[src/rtl/mips_pkg.sv]
// Shared encoder/decoder definitions: op enum, opcode/funct values, error and FSM state types.
// ENC_HALT_EN adds the HALT state used to append a self-loop halt word.
package mips_pkg;

  typedef enum logic [4:0] {
    OP_NOP  = 5'd0,  OP_ADD  = 5'd1,  OP_SUB  = 5'd2,  OP_AND  = 5'd3,
    OP_OR   = 5'd4,  OP_XOR  = 5'd5,  OP_SLT  = 5'd6,  OP_SLL  = 5'd7,
    OP_SRL  = 5'd8,  OP_SRA  = 5'd9,  OP_JR   = 5'd10, OP_ADDI = 5'd11,
    OP_ORI  = 5'd12, OP_XORI = 5'd13, OP_LUI  = 5'd14, OP_LW   = 5'd15,
    OP_SW   = 5'd16, OP_BEQ  = 5'd17, OP_BNE  = 5'd18, OP_J    = 5'd19,
    OP_JAL  = 5'd20
  } op_e;

  localparam logic [5:0] OPC_RTYPE = 6'b000000;
  localparam logic [5:0] OPC_J     = 6'b000010;
  localparam logic [5:0] OPC_JAL   = 6'b000011;
  localparam logic [5:0] OPC_BEQ   = 6'b000100;
  localparam logic [5:0] OPC_BNE   = 6'b000101;
  localparam logic [5:0] OPC_ADDI  = 6'b001000;
  localparam logic [5:0] OPC_ORI   = 6'b001101;
  localparam logic [5:0] OPC_XORI  = 6'b001110;
  localparam logic [5:0] OPC_LUI   = 6'b001111;
  localparam logic [5:0] OPC_LW    = 6'b100011;
  localparam logic [5:0] OPC_SW    = 6'b101011;

  localparam logic [5:0] FUNCT_SLL = 6'b000000;
  localparam logic [5:0] FUNCT_SRL = 6'b000010;
  localparam logic [5:0] FUNCT_SRA = 6'b000011;
  localparam logic [5:0] FUNCT_JR  = 6'b001000;
  localparam logic [5:0] FUNCT_ADD = 6'b100000;
  localparam logic [5:0] FUNCT_SUB = 6'b100010;
  localparam logic [5:0] FUNCT_AND = 6'b100100;
  localparam logic [5:0] FUNCT_OR  = 6'b100101;
  localparam logic [5:0] FUNCT_XOR = 6'b100110;
  localparam logic [5:0] FUNCT_SLT = 6'b101010;

  typedef enum logic [1:0] {
    ERR_NONE  = 2'd0,
    ERR_BADOP = 2'd1,
    ERR_FULL  = 2'd2
  } err_e;

  typedef enum logic [2:0] {
    ST_IDLE = 3'd0,
    ST_RUN  = 3'd1,
    ST_DONE = 3'd2,
    ST_ERR  = 3'd3
`ifdef ENC_HALT_EN
    , ST_HALT = 3'd4
`endif
  } state_e;

  function automatic logic [31:0] enc_r(logic [4:0] rs, logic [4:0] rt, logic [4:0] rd,
                                        logic [4:0] sh, logic [5:0] funct);
    return {OPC_RTYPE, rs, rt, rd, sh, funct};
  endfunction

  function automatic logic [31:0] enc_i(logic [5:0] opc, logic [4:0] rs, logic [4:0] rt,
                                        logic [15:0] imm);
    return {opc, rs, rt, imm};
  endfunction

endpackage

[src/rtl/mips_instr_pack.sv]
// Combinational encoder: one symbolic op plus its fields and write address -> 32-bit MIPS word.
module mips_instr_pack
  import mips_pkg::*;
#(
  parameter int ADDR_W = 8
) (
  input  logic [4:0]        op_i,
  input  logic [4:0]        rs_i,
  input  logic [4:0]        rt_i,
  input  logic [4:0]        rd_i,
  input  logic [4:0]        shamt_i,
  input  logic [15:0]       imm_i,
  input  logic [ADDR_W-1:0] target_i,
  input  logic [ADDR_W-1:0] pc_i,
  output logic [31:0]       word_o,
  output logic              bad_op_o
);

  // Low 16 bits of the 17-bit signed difference target - (pc + 1).
  logic [15:0] br_off;
  assign br_off = 16'(target_i) - 16'(pc_i) - 16'd1;

  always_comb begin
    word_o   = 32'h0;
    bad_op_o = 1'b0;
    case (op_i)
      OP_NOP:  word_o = 32'h0;
      OP_ADD:  word_o = enc_r(rs_i, rt_i, rd_i, shamt_i, FUNCT_ADD);
      OP_SUB:  word_o = enc_r(rs_i, rt_i, rd_i, shamt_i, FUNCT_SUB);
      OP_AND:  word_o = enc_r(rs_i, rt_i, rd_i, shamt_i, FUNCT_AND);
      OP_OR:   word_o = enc_r(rs_i, rt_i, rd_i, shamt_i, FUNCT_OR);
      OP_XOR:  word_o = enc_r(rs_i, rt_i, rd_i, shamt_i, FUNCT_XOR);
      OP_SLT:  word_o = enc_r(rs_i, rt_i, rd_i, shamt_i, FUNCT_SLT);
      OP_SLL:  word_o = enc_r(5'd0, rt_i, rd_i, shamt_i, FUNCT_SLL);
      OP_SRL:  word_o = enc_r(5'd0, rt_i, rd_i, shamt_i, FUNCT_SRL);
      OP_SRA:  word_o = enc_r(5'd0, rt_i, rd_i, shamt_i, FUNCT_SRA);
      OP_JR:   word_o = {OPC_RTYPE, rs_i, 15'd0, FUNCT_JR};
      OP_ADDI: word_o = enc_i(OPC_ADDI, rs_i, rt_i, imm_i);
      OP_ORI:  word_o = enc_i(OPC_ORI,  rs_i, rt_i, imm_i);
      OP_XORI: word_o = enc_i(OPC_XORI, rs_i, rt_i, imm_i);
      OP_LUI:  word_o = enc_i(OPC_LUI,  5'd0, rt_i, imm_i);
      OP_LW:   word_o = enc_i(OPC_LW,   rs_i, rt_i, imm_i);
      OP_SW:   word_o = enc_i(OPC_SW,   rs_i, rt_i, imm_i);
      OP_BEQ:  word_o = enc_i(OPC_BEQ,  rs_i, rt_i, br_off);
      OP_BNE:  word_o = enc_i(OPC_BNE,  rs_i, rt_i, br_off);
      OP_J:    word_o = {OPC_J,   26'(target_i)};
      OP_JAL:  word_o = {OPC_JAL, 26'(target_i)};
      default: bad_op_o = 1'b1;
    endcase
  end

endmodule

[src/rtl/mips_instr_encoder.sv]
// Streams op records into IMEM as encoded MIPS words with pointer, count and error tracking.
// Define ENC_HALT_EN to append a self-loop J halt word after the last op.
module mips_instr_encoder
  import mips_pkg::*;
#(
  parameter int ADDR_W = 8
) (
  input  logic              clk,
  input  logic              rst,
  input  logic              start,
  input  logic              in_valid,
  output logic              in_ready,
  input  logic [4:0]        in_op,
  input  logic [4:0]        in_rs,
  input  logic [4:0]        in_rt,
  input  logic [4:0]        in_rd,
  input  logic [4:0]        in_shamt,
  input  logic [15:0]       in_imm,
  input  logic [ADDR_W-1:0] in_target,
  input  logic              in_last,
  output logic              imem_we,
  output logic [ADDR_W-1:0] imem_addr,
  output logic [31:0]       imem_wdata,
  output logic              done,
  output logic              error,
  output logic [1:0]        err_code,
  output logic [ADDR_W:0]   count
);

  state_e            state_q, state_d;
  logic [ADDR_W-1:0] wr_ptr_q, wr_ptr_d;
  logic [ADDR_W:0]   count_q, count_d;
  logic              we_q, we_d;
  logic [ADDR_W-1:0] addr_q, addr_d;
  logic [31:0]       wdata_q, wdata_d;
  logic              done_q, done_d;
  logic              error_q, error_d;
  err_e              err_code_q, err_code_d;

  logic [31:0] pack_word;
  logic        bad_op;
  logic        ptr_full;

  mips_instr_pack #(.ADDR_W(ADDR_W)) u_pack (
    .op_i     (in_op),
    .rs_i     (in_rs),
    .rt_i     (in_rt),
    .rd_i     (in_rd),
    .shamt_i  (in_shamt),
    .imm_i    (in_imm),
    .target_i (in_target),
    .pc_i     (wr_ptr_q),
    .word_o   (pack_word),
    .bad_op_o (bad_op)
  );

  assign ptr_full = &wr_ptr_q;

  always_comb begin
    state_d    = state_q;
    wr_ptr_d   = wr_ptr_q;
    count_d    = count_q;
    we_d       = 1'b0;
    addr_d     = addr_q;
    wdata_d    = wdata_q;
    done_d     = done_q;
    error_d    = error_q;
    err_code_d = err_code_q;

    if (start) begin
      state_d    = ST_RUN;
      wr_ptr_d   = '0;
      count_d    = '0;
      done_d     = 1'b0;
      error_d    = 1'b0;
      err_code_d = ERR_NONE;
    end else begin
      case (state_q)
        ST_RUN: begin
          if (in_valid) begin
            if (bad_op) begin
              state_d    = ST_ERR;
              error_d    = 1'b1;
              err_code_d = ERR_BADOP;
            end else begin
              we_d     = 1'b1;
              addr_d   = wr_ptr_q;
              wdata_d  = pack_word;
              wr_ptr_d = wr_ptr_q + ADDR_W'(1);
              count_d  = count_q + (ADDR_W+1)'(1);
              if (in_last) begin
`ifdef ENC_HALT_EN
                // No slot left for the halt word after the last address.
                if (ptr_full) begin
                  state_d    = ST_ERR;
                  error_d    = 1'b1;
                  err_code_d = ERR_FULL;
                end else begin
                  state_d = ST_HALT;
                end
`else
                state_d = ST_DONE;
                done_d  = 1'b1;
`endif
              end else if (ptr_full) begin
                state_d    = ST_ERR;
                error_d    = 1'b1;
                err_code_d = ERR_FULL;
              end
            end
          end
        end
`ifdef ENC_HALT_EN
        ST_HALT: begin
          we_d     = 1'b1;
          addr_d   = wr_ptr_q;
          wdata_d  = {OPC_J, 26'(wr_ptr_q)};
          wr_ptr_d = wr_ptr_q + ADDR_W'(1);
          count_d  = count_q + (ADDR_W+1)'(1);
          done_d   = 1'b1;
          state_d  = ST_DONE;
        end
`endif
        default: ;
      endcase
    end
  end

  always_ff @(posedge clk) begin
    if (rst) begin
      state_q    <= ST_IDLE;
      wr_ptr_q   <= '0;
      count_q    <= '0;
      we_q       <= 1'b0;
      addr_q     <= '0;
      wdata_q    <= '0;
      done_q     <= 1'b0;
      error_q    <= 1'b0;
      err_code_q <= ERR_NONE;
    end else begin
      state_q    <= state_d;
      wr_ptr_q   <= wr_ptr_d;
      count_q    <= count_d;
      we_q       <= we_d;
      addr_q     <= addr_d;
      wdata_q    <= wdata_d;
      done_q     <= done_d;
      error_q    <= error_d;
      err_code_q <= err_code_d;
    end
  end

  assign in_ready   = (state_q == ST_RUN);
  assign imem_we    = we_q;
  assign imem_addr  = addr_q;
  assign imem_wdata = wdata_q;
  assign done       = done_q;
  assign error      = error_q;
  assign err_code   = err_code_q;
  assign count      = count_q;

endmodule

[config.mk]
export PLATFORM = sky130hd
export DESIGN_NAME = mips_instr_encoder
export DESIGN_NICKNAME = d
export VERILOG_FILES = /design/src/rtl/mips_pkg.sv /design/src/rtl/mips_instr_pack.sv /design/src/rtl/mips_instr_encoder.sv
export SDC_FILE = /design/constraint.sdc
export NUM_CORES = 1
export LEC_CHECK = 0
export ABC_AREA = 1
export CAP_MARGIN = 20
export CORE_MARGIN = 4
export CORE_UTILIZATION = 48
export DETAILED_ROUTE_END_ITERATION = 10
export PLACE_DENSITY = 0.81
export SLEW_MARGIN = 20
export SYNTH_ARGS = -nofsm -noshare
export SYNTH_HDL_FRONTEND = slang
export SYNTH_SLANG_ARGS = --single-unit
[constraint.sdc]
create_clock -name clk -period 2.95 [get_ports clk]
set_clock_uncertainty 0.1 [all_clocks]
set_input_delay 0.295 -clock clk [delete_from_list [all_inputs] [get_ports clk]]
set_output_delay 0.295 -clock clk [all_outputs]
set_load 0.05 [all_outputs]
# ---- After elaboration in Yosys (flattened, before gate mapping)
# Index checks and enable logic that the tools add are counted.
dict set report word_totals {
  output_inout_bits 55
  in_bits 54
  ff_bits 65
}
dict set report classes {
  n_bitwise 3
  muxes 14
  n_reduce_logical 13
  n_eq_ne 25
  n_addsub 4
}
# op n
set ops {}
lappend ops {{32-bit one-hot mux with 20 select lines} 1}
lappend ops {{5-bit by 4-bit equality test with 1-bit output, second input constant} 8}
lappend ops {{5-bit equality test, second input constant} 5}
lappend ops {{21-bit OR reduction} 1}
lappend ops {{5-bit by 3-bit equality test with 1-bit output, second input constant} 4}
lappend ops {{16-bit by 1-bit subtractor with 16-bit output, second input constant} 1}
lappend ops {{4-bit AND reduction} 3}
lappend ops {{5-bit by 2-bit equality test with 1-bit output, second input constant} 2}
lappend ops {{9-bit by 1-bit adder with 9-bit output, second input constant} 1}
lappend ops {{3-bit two-way mux} 3}
lappend ops {{3-bit AND reduction} 3}
lappend ops {{8-bit by 8-bit subtractor with 9-bit output} 1}
lappend ops {{8-bit by 1-bit adder with 8-bit output, second input constant} 1}
lappend ops {{8-bit AND reduction} 1}
lappend ops {{1-bit two-way mux} 7}
lappend ops {{2-bit two-way mux} 3}
lappend ops {{5-bit by 1-bit equality test with 1-bit output, second input constant} 1}
lappend ops {{5-bit zero test} 1}
lappend ops {{4-bit by 1-bit inequality test with 1-bit output, second input constant} 1}
lappend ops {{2-bit nonzero test} 2}
lappend ops {{4-bit OR reduction} 1}
lappend ops {{3-bit by 1-bit equality test with 1-bit output, second input constant} 1}
lappend ops {{3-bit by 1-bit inequality test with 1-bit output, second input constant} 1}
lappend ops {{1-bit NOT} 3}
lappend ops {{3 further kinds} 3}

# ---- Longest topological paths before layout
# Gate-level depths: netlist of the first run.
dict set report logic_depth {
  ltp_word 7
  ltp_mapped 16
  depth_no_buf 16
}

# ---- By module
# Synthesis of the first run repeated with hierarchy kept, for this count alone.
dict set report unflattened {
  cells_unflattened 608
  hier_area_um2 3962.6
}
# module instances cells_each seq_area_each_um2 area_each_um2
set modules_own_cells {}
lappend modules_own_cells {mips_instr_encoder 1 345 1281.2 2577.5}
lappend modules_own_cells {mips_instr_pack 1 263 0.0 1385.1}

# ---- Least setup slack after synthesis of the first run
# No wires, ideal clock.
dict set report synth_path {
  path_type {input to register}
  from {in in_target[0]}
  to {reg wdata_q[10], in the netlist imem_wdata[10]}
  path_stages 14
  setup_ns 0.071
  required_ns 2.779
  t_arrival_ns 2.010
  slack_ns 0.769
  cell_sequence {inv_1 > ha_1 > fa_1 > ha_1 > inv_1 > nor2_1 > nand3_1 > nor2_1 > nand2_1 > nand2_1 > nand2_1 > nand3_1 > nand2_1 > a21oi_1}
}
dict set report synth_via {
  elab_chain_len 3
}
# element line_no
set synth_lines {}
lappend synth_lines {{start: declaration} mips_instr_encoder.sv:19} ;# input logic [ADDR_W-1:0] in_target,
lappend synth_lines {{8-bit by 8-bit subtractor with 9-bit output} mips_instr_pack.sv:21} ;# assign br_off = 16'(target_i) - 16'(pc_i) - 16'd1;
lappend synth_lines {{16-bit by 1-bit subtractor with 16-bit output} mips_instr_pack.sv:21}
lappend synth_lines {{32-bit one-hot mux with 20 select lines} mips_instr_pack.sv:26} ;# case (op_i)
lappend synth_lines {{end signal: assignment} mips_instr_encoder.sv:146} ;# wdata_q <= wdata_d;
lappend synth_lines {{end: declaration} mips_instr_encoder.sv:35} ;# logic [31:0] wdata_q, wdata_d;
# Every way passes these cells.
# A chain may end at the register's enable or synchronous reset.

# ---- Final worst setup path of the first run
# Same ends and word-level chain as after synthesis.

==> out/results.tsv, run 1 <==
stage	metric	value	unit
synth	Synth Warn #	0	
timing	RSZ-0062 raised after global routing	no	
cts	post-CTS resize count	0	
cts	Post-CTS Setup Bufs	0	
finish	share of layout cells above drive strength 1	7.61	%
synth	asr flop ratio synth	0	%
drt	vias	3875	
floorplan	initial core utilization	49.6	%
finish	Area Overhead vs Synth	36.9	%
drt	DRT iter0 DRCs	199	
synth	Post-Syn Instances	547	
timing	final hold slack	358	ps
synth	register area share after synthesis	34.9	%
setup_path	CP required	3120	ps
floorplan	Die X	94.8	um
setup_path	Setup CP Type	in -> reg	
drt	Antenna Nets Post-Route	0	
timing	Worst-Margin Slew	566	ps
floorplan	I/O pin total	109	
cts	clock insertion delay at the later pin of the skew report	350	ps
setup_path	CP Data Arrival Time	2840	ps
floorplan	Site Rows	31	
grt	largest net degree at the start of global routing	41	
cts	hold buffers post-CTS	0	
cts	clock sink count	63	
cts	clock-pin slew on the worst setup and hold paths	80	ps
synth	Mapped Nets	613	
finish	Layout Utilization	67.9	%
grt	vias in the first global route	3780	
timing	final setup violation count	0	
drt	number of remaining DRC errors	0	
synth	number of synthesized flops with an enable pin	0	
grt	GR Overflow Total	0	
worst_hold_path	Hold Path Class	reg -> reg	
grt	initial antenna violation count	0	
power_and_ir_drop	Worst VDD drop	0.284	mV
placed_design	GPL Wtd Cong	0.907	
finish	nets	718	
timing	final worst path period need	2670	ps
drt	average wire per standard cell	13.9	um
power_and_ir_drop	power per cell area	405	nW/um^2
finish	n_diodes	0	
run_status	status	finished clean	
grt	Tot GR Track Use	24.0	%
setup_path	Worst setup EP type	flop	
cts	htree depth	3	
synth	Synth Cell Area	3610	um^2
power_and_ir_drop	Pwr Total	2.00	mW
floorplan	Die Y-Extent	94.8	um
setup_path	Max FO, Critical Path	3	
cts	clk buf depth	2	
cts	CTS tree	built	
timing	Max Fclk	0.375	GHz
run	max cap viols	0	
cts	Root Driver	clkbuf_8	
drt	Vias/cell	5.13	
timing	Max-slew headroom	62.1	%
synth	Synth Register Bits	63	
drt	drt total wl	10500	um
cts	CTS Buf Count	9	
synth	post-synth cell types	41	
floorplan	Placeable Area	7290	um^2
placed_design	PortBufs	107	
floorplan	Die Footprint	8980	um^2
timing	Final Cycle Share	90.5	%
drt	DRT Pass-1 Iters	5	
placed_design	Final HPWL DP	7860	um
synth	Top FF cell, synth	dfxtp_1	
synth	mean post-synth cell area	6.61	um^2
grt	first-pass GRT wire length	17200	um
timing	Fin. Hold Viols	0	
power_and_ir_drop	Lkg Pwr	2.00	nW
setup_path	kind of launch point of the worst setup path	input port	
timing	fin. max-slew vios	0	
[power breakdown]
part           internal, mW  switching, mW  total (mW)
Clock                 0.417          0.371       0.789
Sequential            0.859        0.00541       0.864
Combinational         0.144          0.205       0.349
[logic make-up after synthesis]
group | share of synthesized area, %
compound gates | 14.8
xor+xnor | 0.969
fa+ha+maj | 4.36
buf+inv | 9.69
flops | 34.9
other cells | 0.104
simple gates | 35.2
[registers in the layout, indices dropped and copies added, names as in the netlist]
register and count:
err_code 2, imem_addr 8, done 1, error 1, imem_wdata 31, state_q 2, wr_ptr_q 8, count 9
imem_we 1
[cell usage after synthesis, types with 2 or more instances]
master	count	area, um^2
buf_4	4	30.0
nor3_2	2	20.0
dfxtp_1	63	1260
buf_6	3	33.8
inv_2	5	18.8
nor4_2	2	25.0
o21ai_1	2	10.0
nand4_1	4	25.0
nand3_1	42	210
xnor2_1	4	35.0
o31ai_1	2	15.0
nor2_2	6	37.5
nor2_1	35	131
a21oi_1	64	320
nor3_1	6	30.0
o21a_1	2	15.0
a221oi_1	2	17.5
nand2_2	3	18.8
inv_1	58	218
a21oi_2	2	17.5
nor3_4	2	32.5
nand2_1	178	668
buf_2	4	20.0
ha_1	11	138
clkbuf_1	8	30.0
o21ai_0	18	90.1
[area by class of cell]
type,count,area (um^2)
Fill cell,642,2340
Sequential cell,63,1260
Inverter,63,236
Clock buffer,10,138
Multi-Input combinational cell,402,2010
Tap cell,99,124
Timing Repair Buffer,113,1120
Clock inverter,6,68.8
[critical path, stage by stage]
cell             delay (ps)
clkdlybuf4s50_1         500
inv_1                    70
ha_1                    230
fa_1                    520
ha_1                    180
inv_1                    50
nor2_1                  180
nand3_1                 120
nor2_1                  180
nand2_1                  80
nand2_1                  80
nand2_1                  90
nand3_1                  90
nand2_1                  50
a21oi_1                 140
[cell usage in the layout, fill, tap and decap left out, types with 7 or more instances in the layout]
master / instances
nand2_1: 178
clkdlybuf4s50_1: 107
a21oi_1: 64
dfxtp_1: 63
inv_1: 58
nand3_1: 42
nor2_1: 34
o21ai_0: 18
ha_1: 11
clkbuf_8: 10
nor2_2: 7
[per-stage QoR]
step / setup TNS, ps / instance area [um^2] / instances / worst slack [ps]
after floorplan: 0 / 3610 / 547 / 769
after global placement: 0 / 4740 / 740 / 104
after detailed placement: -77.3 / 4740 / 740 / -31.7
after CTS: 0 / 4950 / 756 / 320
after global routing: 0 / 4950 / 756 / 118
final: 0 / 4950 / 756 / 280
[per-layer routing]
metal | track usage (%) | wire length (um)
met3 | 6.06 | 796
met4 | 8.29 | 162
met2 | 41.7 | 5190
met1 | 28.7 | 4350
met5 | 0 | 0
[worst paths after layout]
| check | startpoint | to | slack, ps | cells after the start |
|---|---|---|---|---|
| worst min-delay path | error$_SDFFE_PP0P_ | error$_SDFFE_PP0P_ | 360 | 2 |
| worst min register to register | error$_SDFFE_PP0P_ | error$_SDFFE_PP0P_ | 360 | 2 |
| worst max register to register | wr_ptr_q[0]$_SDFFE_PP0P_ | imem_wdata[10]$_SDFFE_PP0P_ | 440 | 13 |
| worst max-delay path | in_target[0] | imem_wdata[10]$_SDFFE_PP0P_ | 280 | 15 |
Note: power is estimated with default switching activity, not from simulation.
==> run 2: changes to the inputs <==
Settings changed: CAP_MARGIN 20 to unset, CORE_MARGIN 4 to 2.
==> out/results.tsv, run 2 (synthesis gave the netlist of run 1 again) <==
stage	metric	value	unit	change
run_status	status	finished clean		unchanged
timing	fin. max-slew vios	0		unchanged
grt	Tot GR Track Use	24.9	%	was 24.0%
worst_hold_path	Worst Hold End	imem_wdata[31]$_SDFFE_PP0P_		was error$_SDFFE_PP0P_
cts	Root Driver	clkbuf_8		unchanged
grt	vias in the first global route	3705		was 3780
cts	clock insertion delay at the later pin of the skew report	360	ps	was 350 ps
floorplan	I/O pin total	109		unchanged
timing	Final Cycle Share	87.9	%	was 90.5%
grt	largest net degree at the start of global routing	41		unchanged
setup_path	slowest CP cell	fa_1		unchanged
power_and_ir_drop	Worst VDD drop	0.296	mV	was 0.284 mV
cts	CTS Buf Count	9		unchanged
cts	Post-CTS Setup Bufs	0		unchanged
setup_path	Crit path max-delay family	adder cells		unchanged
timing	setup TNS	0	ps	unchanged
setup_path	Reg-to-Reg Start	wr_ptr_q[0]$_SDFFE_PP0P_		unchanged
setup_path	Setup CP Type	in -> reg		unchanged
finish	n_diodes	0		unchanged
cts	CTS tree	built		unchanged
drt	number of remaining DRC errors	0		unchanged
floorplan	Die Footprint	8240	um^2	was 8980 um^2
setup_path	critical path cell sequence	clkdlybuf4s50_1 > inv_1 > ha_1 > fa_1 > ha_1 > inv_1 > nor2_1 > nand3_1 > nor2_1 > nand2_1 > nand2_1 > nand2_1 > nand3_1 > nand2_1 > a21oi_1		unchanged
drt	vias	3896		was 3875
placed_design	PortBufs	107		unchanged
power_and_ir_drop	power per cell area	383	nW/um^2	was 405 nW/um^2
cts	hold buffers post-CTS	0		unchanged
worst_hold_path	Hold Path Class	reg -> reg		unchanged
finish	nets	719		was 718
setup_path	reg-to-reg slack, setup	460	ps	was 440 ps
cts	clock sink count	63		unchanged
power_and_ir_drop	Lkg Pwr	2.00	nW	about the same
setup_path	FF-to-FF End	imem_wdata[14]$_SDFFE_PP0P_		was imem_wdata[10]$_SDFFE_PP0P_
grt	met2 usage	43.7	%	was 41.7%
grt	GR Overflow Total	0		unchanged
worst_hold_path	hold path start	imem_wdata[31]$_SDFFE_PP0P_		was error$_SDFFE_PP0P_
grt	first-pass GRT wire length	16800	um	was 17200 um
drt	Antenna Nets Post-Route	0		unchanged
placed_design	GPL Wtd Cong	0.915		was 0.907
timing	final setup violation count	0		unchanged
floorplan	Die Y-Extent	90.8	um	was 94.8 um
drt	Vias/cell	5.15		was 5.13
grt	M1 GR Usage	29.8	%	was 28.7%
setup_path	Crit path largest cell delay	520	ps	about the same
timing	final hold slack	363	ps	was 358 ps
finish	max FFs per register	31		unchanged
floorplan	initial core utilization	49.6	%	unchanged
cts	clk buf depth	2		unchanged
finish	Area Overhead vs Synth	36.6	%	was 36.9%
finish	most common cell after layout, fill and taps aside	nand2_1		unchanged
cts	post-CTS resize count	0		unchanged
grt	GR peak layer	met2		unchanged
timing	Max-slew headroom	61.4	%	was 62.1%
placed_design	Final HPWL DP	7610	um	was 7860 um
setup_path	Max FO, Critical Path	3		unchanged
cts	htree depth	3		unchanged
run	max cap viols	0		unchanged
timing	Max Fclk	0.386	GHz	was 0.375 GHz
placed_design	placed instance count	741		was 740
setup_path	CP Data Arrival Time	2780	ps	was 2840 ps
grt	initial antenna violation count	0		unchanged
setup_path	Worst setup EP type	flop		unchanged
worst_hold_path	worst hold stages	2		unchanged
grt	met3 usage	4.76	%	was 6.06%
setup_path	Reg2Reg Depth	13		unchanged
floorplan	Die X	90.8	um	was 94.8 um
finish	Layout Utilization	67.7	%	was 67.9%
drt	DRT Pass-1 Iters	4		was 5
finish	most frequent cells in the layout	nand2_1, clkdlybuf4s50_1, a21oi_1, dfxtp_1, inv_1		unchanged
setup_path	crit path buf inv count	3		unchanged
drt	drt total wl	9990	um	was 10500 um
finish	final std cells w/o fill	757		was 756
drt	DRT iter0 DRCs	267		was 199
timing	Fin. Hold Viols	0		unchanged
timing	Worst-Margin Slew	576	ps	was 566 ps
finish	share of layout cells above drive strength 1	7.75	%	was 7.61%
setup_path	kind of launch point of the worst setup path	input port		unchanged
cts	clock-pin slew on the worst setup and hold paths	70	ps	was 80 ps
timing	final worst path period need	2590	ps	was 2670 ps
setup_path	CP required	3140	ps	was 3120 ps
floorplan	Site Rows	31		unchanged
floorplan	Placeable Area	7290	um^2	unchanged
timing	RSZ-0062 raised after global routing	no		unchanged
setup_path	cell mode on critical path	nand2_1		unchanged
drt	average wire per standard cell	13.2	um	was 13.9 um
-- run 2: cell count changes in the layout (fill, tap and decap cells not counted), sizes merged --
cell,delta
clkbuf,-1
bufinv,-1
buf,+1
clkinv,+2
-- run 2: worst max path at each step --
stage / start / to / slack, ps / cells past startpoint
floorplan: in_target[0] / imem_wdata[10]$_SDFFE_PP0P_ / 770 / 14
global placement: in_target[0] / imem_wdata[14]$_SDFFE_PP0P_ / 110 / 15
detailed placement: in_target[0] / imem_wdata[12]$_SDFFE_PP0P_ / 10 / 15
CTS: in_target[0] / imem_wdata[12]$_SDFFE_PP0P_ / 360 / 15
global route: in_target[0] / imem_wdata[12]$_SDFFE_PP0P_ / 120 / 15
finish: in_target[0] / imem_wdata[14]$_SDFFE_PP0P_ / 360 / 15
-- run 2: worst register-to-register path: cells and delay by family, from the launching register on --
kind	cells	cell delay [ps]
simple gates	8	850
fa+ha+maj	3	930
flops	1	370
buf+inv	1	40
compound gates	1	120
-- run 2: final cells by class --
class,count,area [um^2]
timing repair buffer,114,1140
sequential,63,1260
fill,664,2360
clock buffer,9,124
multi-input combinational,402,2010
clock inverter,7,48.8
inverter,63,236
tap,99,124
-- run 2: stage by stage --
step           power, mW  area [um^2]  setup WS [ps]
2_1_floorplan       1.09         3610            769
3_3_place_gp        1.22         4760            108
3_5_place_dp        1.23         4760           13.8
4_1_cts             1.90         4940            356
5_1_grt             1.97         4940            116
6_report            1.89         4940            358
-- run 2: report_power, final --
group / total [mW] / internal (mW) / switching (mW) / leakage, nW
registers: 0.864 / 0.859 / 0.00561 / 0.508
logic: 0.349 / 0.145 / 0.203 / 1.40
clock network: 0.676 / 0.305 / 0.371 / 0.0894
total: 1.89 / 1.31 / 0.580 / 2.00
-- run 2: routing by layer --
metal,wire length [um],vias to the layer above,share of wire (%)
met5,0,-,0
met4,237,0,2.4
met3,484,25,4.8
met2,4840,108,48
met1,4430,1776,44
li1,-,1987,-
